### src/rtl/random_delay_generator_pkg.sv
// Shared constants and helpers for the pseudo-random stall generators.
package random_delay_generator_pkg;

   localparam int          LFSR_W       = 16;
   // Feedback taps at bits 15,13,12,10: x^16+x^14+x^13+x^11+1, period 65535.
   localparam logic [15:0] LFSR_TAPS    = 16'hB400;
   localparam logic [15:0] DEFAULT_SEED = 16'hACE1;

   // The all-zero state would lock the LFSR, so a zero seed becomes 1.
   function automatic logic [LFSR_W-1:0] safe_seed(input logic [LFSR_W-1:0] seed);
      return (seed == '0) ? 16'h0001 : seed;
   endfunction

endpackage

### src/rtl/random_delay_generator_if.sv
// Permission pulse towards a bus master, plus read-only debug view of the
// generator state (LFSR and gap counter, counter zero-extended to 8 bits).
interface random_delay_if;
   import random_delay_generator_pkg::*;

   logic              delay_trigger;
   logic [LFSR_W-1:0] dbg_lfsr;
   logic [7:0]        dbg_count;

   // Generator drives everything; the master only observes.
   modport master (output delay_trigger, output dbg_lfsr, output dbg_count);
   modport slave  (input  delay_trigger, input  dbg_lfsr, input  dbg_count);

endinterface

### src/rtl/random_delay_generator_lfsr16_step.sv
// Combinational next-state function of the 16-bit Fibonacci LFSR.
module lfsr16_step
   import random_delay_generator_pkg::*;
(
   input  logic [LFSR_W-1:0] lfsr,
   output logic [LFSR_W-1:0] next_lfsr
);

   logic fb;

   // Parity of the tapped bits shifts in at the bottom.
   always_comb begin
      fb        = ^(lfsr & LFSR_TAPS);
      next_lfsr = {lfsr[LFSR_W-2:0], fb};
   end

endmodule

### src/rtl/random_delay_generator.sv
// Pseudo-random stall source: one-cycle delay_trigger pulses separated by
// gaps whose length is taken from the low DELAY_BITS of a 16-bit LFSR.
// Handshake: delay_trigger is a registered permission; the master may raise
// its valid/ready only in cycles where delay_trigger is high. There is no
// back-pressure into this block.
module random_delay_generator
   import random_delay_generator_pkg::*;
#(
   parameter logic [15:0] SEED       = DEFAULT_SEED,
   parameter int          DELAY_BITS = 3,
   parameter bit          RANDOM_EN  = 1'b1
)
(
   input  logic          clk,
   input  logic          rst,
   random_delay_if.master dly
);

   localparam logic [LFSR_W-1:0] RESET_SEED = safe_seed(SEED);

   logic [LFSR_W-1:0]     lfsr;
   logic [LFSR_W-1:0]     lfsr_next;
   logic [DELAY_BITS-1:0] count;
   logic [DELAY_BITS-1:0] count_next;
   logic                  trigger;
   logic                  trigger_next;

   lfsr16_step u_step (
      .lfsr      (lfsr),
      .next_lfsr (lfsr_next)
   );

   // A zero count fires the pulse and loads the next gap from the current
   // LFSR value; otherwise the gap counts down. With random gaps disabled
   // the output is forced high while the counter keeps running unseen.
   always_comb begin
      trigger_next = 1'b0;
      count_next   = count;
      if (count == '0) begin
         trigger_next = 1'b1;
         count_next   = lfsr[DELAY_BITS-1:0];
      end else begin
         trigger_next = !RANDOM_EN;
         count_next   = count - 1'b1;
      end
   end

   // State registers; reset has priority and restarts the identical sequence.
   always_ff @(posedge clk) begin
      if (rst) begin
         lfsr    <= RESET_SEED;
         count   <= '0;
         trigger <= 1'b0;
      end else begin
         lfsr    <= lfsr_next;
         count   <= count_next;
         trigger <= trigger_next;
      end
   end

   assign dly.delay_trigger = trigger;
   assign dly.dbg_lfsr      = lfsr;
   assign dly.dbg_count     = 8'(count);

endmodule

### src/flat_wrapper.sv
// flat-port wrapper written by rule: the top's interface ports become plain ports
module random_delay_generator_flat import random_delay_generator_pkg::*;
#(
   parameter logic [15:0] SEED       = DEFAULT_SEED,
   parameter int          DELAY_BITS = 3,
   parameter bit          RANDOM_EN  = 1'b1
)
  (clk, rst, dly_delay_trigger, dly_dbg_lfsr, dly_dbg_count);
  random_delay_if dly_i ();
  input  logic clk;
  input  logic rst;
  output wire logic [$bits(dly_i.delay_trigger)-1:0] dly_delay_trigger;
  output wire logic [$bits(dly_i.dbg_lfsr)-1:0] dly_dbg_lfsr;
  output wire logic [$bits(dly_i.dbg_count)-1:0] dly_dbg_count;
  assign dly_delay_trigger = dly_i.delay_trigger;
  assign dly_dbg_lfsr = dly_i.dbg_lfsr;
  assign dly_dbg_count = dly_i.dbg_count;
  random_delay_generator #(.SEED(SEED), .DELAY_BITS(DELAY_BITS), .RANDOM_EN(RANDOM_EN)) u_core (.clk(clk), .rst(rst), .dly(dly_i));
endmodule
### config.mk
export PLATFORM = sky130hd
export DESIGN_NAME = random_delay_generator_flat
export DESIGN_NICKNAME = d
export VERILOG_FILES = /design/src/rtl/random_delay_generator_pkg.sv /design/src/rtl/random_delay_generator_if.sv /design/src/rtl/random_delay_generator_lfsr16_step.sv /design/src/rtl/random_delay_generator.sv /design/src/flat_wrapper.sv
export SDC_FILE = /design/constraint.sdc
export NUM_CORES = 1
export LEC_CHECK = 0
export CORE_ASPECT_RATIO = 1.25
export CORE_MARGIN = 3
export CORE_UTILIZATION = 40
export DETAILED_ROUTE_END_ITERATION = 8
export GPL_TIMING_DRIVEN = 1
export PLACE_DENSITY = 0.79
export SETUP_SLACK_MARGIN = 0.05
export SLEW_MARGIN = 5
export SYNTH_ARGS = -nofsm -noshare
export SYNTH_HDL_FRONTEND = slang
export SYNTH_SLANG_ARGS = --single-unit
### constraint.sdc
create_clock -name clk -period 1.63 [get_ports clk]
set_clock_uncertainty 0.2 [all_clocks]
set_input_delay 0.163 -clock clk [delete_from_list [all_inputs] [get_ports clk]]
set_output_delay 0.163 -clock clk [all_outputs]
set_load 0.03 [all_outputs]
==> results.md <==
* FF/Latch Area at 400 µm²
* Netlist Area Pre-Place at 684 µm²
* Starting DRT DRC Count at 2
* Core area at 1580 µm²
* Crit path launch type: flip-flop
* Cell taking the most area after synthesis: dfxtp_1
* Clk pwr share at 28.3%
* CP max FO at 4
* DIE AREA at 2250 µm²
* Fmax at 0.677 GHz
* Fin. max-slew vios at 0
* PostCTS Resize Cnt at 20
* Multi-input gate area in the final layout at 241 µm²
* Worst EP required at 1270 ps
* Synth Flop Type: dfxtp_1
* Final HPWL DP at 851 µm
* Final Critical Period at 1480 ps
* Clk Latency, worst-skew pair at 300 ps
* P_leak at 0.000425 µW
* CP arrival at 1110 ps
* Clk slew on worst S/H paths at 110 ps
* Cell area after layout at 925 µm²
* EDFF count, synth at 0
* Max Cap Viol at 0
* Most frequent cell after synthesis: dfxtp_1
* Min-delay worst type: flip-flop to flip-flop
* Critical path's top delay family: buffers and inverters
* Sequential fraction of the synthesis area at 58.5%
* Mapped Cells at 61
* Worst path bufs/invs at 1
* H-tree depth at 1
* Synth top area cells: dfxtp_1 59%, nor2b_1 8.2%, buf_4 6.6%, ha_1 3.7%, or2_1 3.7%
* Final hold viol count at 0
* Clock Tree Buf Depth at 2
* Post-synth cell types at 17
* Initial antenna violation count at 0
* Ys async rst share at 0%
* CP Capture Type: primary output
* Cell row count at 16
* Worst vdd ir at 0.000947 V
* Setup tns final at 0 ps
* Hold depth at 1
* Combinational cell fraction of total power at 30.1%
* Ys Warns at 0
* Final Routed Wirelength at 1.14 mm
* Status: finished, final reports clean
* Die width at 43.0 µm
* Avg Inst Size Synth at 11.2 µm²
* PD cells at 1550 nW/µm²
* Vias at 452
* Vias in the first global route at 392
* WL/cell at 11.1 µm
* Crit-path cells: dlygate4sd2_1
* Post-CTS Setup Bufs at 0
* IO Pins at 27
* Via/cell ratio at 4.39
* Sequential power share at 41.6%
* Die H at 52.2 µm
* Clock Tree Root: clkbuf_4
* Placed Area at 897 µm²
* Crit path depth at 1
* Sw Share at 32.5%
* GRT Total Usage at 11.5%
* RSZ-0062 raised after global routing: false
* Share of layout cells above drive strength 1 at 12.9%
* Yosys reg bits at 20
* Total CTS buffers at 3
* Hold Buf Count CTS at 0
* Top cells by count, synth: 20 x dfxtp_1, 9 x nor2b_1, 6 x buf_4, 4 x or2_1
* Largest net degree at the start of global routing at 13
* Antenna diodes at 0
* Port Buffers at 21
* Remaining Overflow, GRT at 0
* P_sw at 464 µW
* Crit path largest cell delay at 420 ps
* First-pass GRT wire length at 1.88 mm
* Final worst-path cycle share at 90.6%
* Setup violations, final at 0
* Critical path type: flip-flop to primary output
* R2R cell count at 5
* Routed Antenna Nets at 0
* CTS tree: built
* Starting Density at 43.3%
* Int Power at 966 µW
* # DRC at 0
* Area Growth Syn to Fin at 35.1%
* Clock sink count at 20
* Top cell type's share of synthesized area at 58.5%
* Slowest library cell on the worst path: dlygate4sd2_1
* Fill count at 148
* Final GP Congestion at 0.660
* Pre-antenna DRT Iters at 2
* NumNets Final at 90
## logic make-up (layout without fill, tap and decap cells)
family,Yosys count,in the layout,share of synthesized area (%)
AOI/OAI and AO/OA,4,4,4.39
xor gates and xnor gates,3,3,3.84
adders and majority gates,2,2,3.66
buffers and inverters,9,29,8.41
DFF,20,20,58.5
other,1,5,0.548
and+or+nand+nor,22,22,20.7
## cell usage in the layout, fill, tap and decap left out, drive strengths merged
cell and n:
buf 2, nor2 3, bufinv 1, xor2 2, inv 2, clkbuf 3, dlygate4sd2 20, clkdlybuf4s50 1
nor3 1, nor2b 9, dfxtp 20, nand2b 2, or2 7, conb 5, a211oi 3, o21a 1
ha 2, xnor2 1
## layer usage
layer / wire length [µm] / up-vias / global-route usage (%)
met1: 527 / 204 / 15.1
met4: 25 / 0 / 7.54
met3: 99 / 2 / 3.44
met5: 0 / - / 0
li1: - / 226 / -
met2: 488 / 20 / 16.3
## final timing paths
path | from | end | slack, ps
setup / recovery | u_core.dly.dbg_lfsr[2]$_SDFF_PP0_ | dly_dbg_lfsr[2] | 150
hold / removal | u_core.dly.dbg_lfsr[14]$_SDFF_PP0_ | u_core.dly.dbg_lfsr[15]$_SDFF_PP1_ | 250
setup reg to reg | u_core.count[0]$_SDFF_PP0_ | u_core.count[2]$_SDFF_PP0_ | 190
hold reg to reg | u_core.dly.dbg_lfsr[14]$_SDFF_PP0_ | u_core.dly.dbg_lfsr[15]$_SDFF_PP1_ | 250
## cell type report
type / instances / area share [%]
clock buffer: 3 / 2.44
sequential: 20 / 43.3
timing repair buffer: 23 / 21.7
multi-input combinational: 36 / 26.1
clock inverter: 1 / 3.25
tap: 18 / 2.44
inverter: 2 / 0.812
## power groups by stage
stage	Sequential, µW	Combinational, µW	Clock, µW
2_1_floorplan	735	196	0
3_3_place_gp	607	468	0
3_5_place_dp	608	479	0
4_1_cts	595	435	411
5_1_grt	605	463	426
6_report	595	430	405
## flip-flops by register name, summed over array words and instances, names as in the netlist
register,cells
u_core.count,3
u_core.dly.delay_trigger,1
u_core.dly.dbg_lfsr,16
## stage by stage
step | setup WS [ps] | utilization [%] | power (µW) | hold slack [ps] | std cells
after floorplan | 65.9 | - | 931 | 174 | 65
after global routing | 55.0 | 58.5 | 1490 | 271 | 103
after detailed placement | 208 | 56.7 | 1090 | 224 | 99
after CTS | 155 | 58.5 | 1440 | 244 | 103
final | 154 | 58.5 | 1430 | 250 | 103
after global placement | 222 | 56.7 | 1070 | 216 | 99
Power figures use the tool's default switching activity.
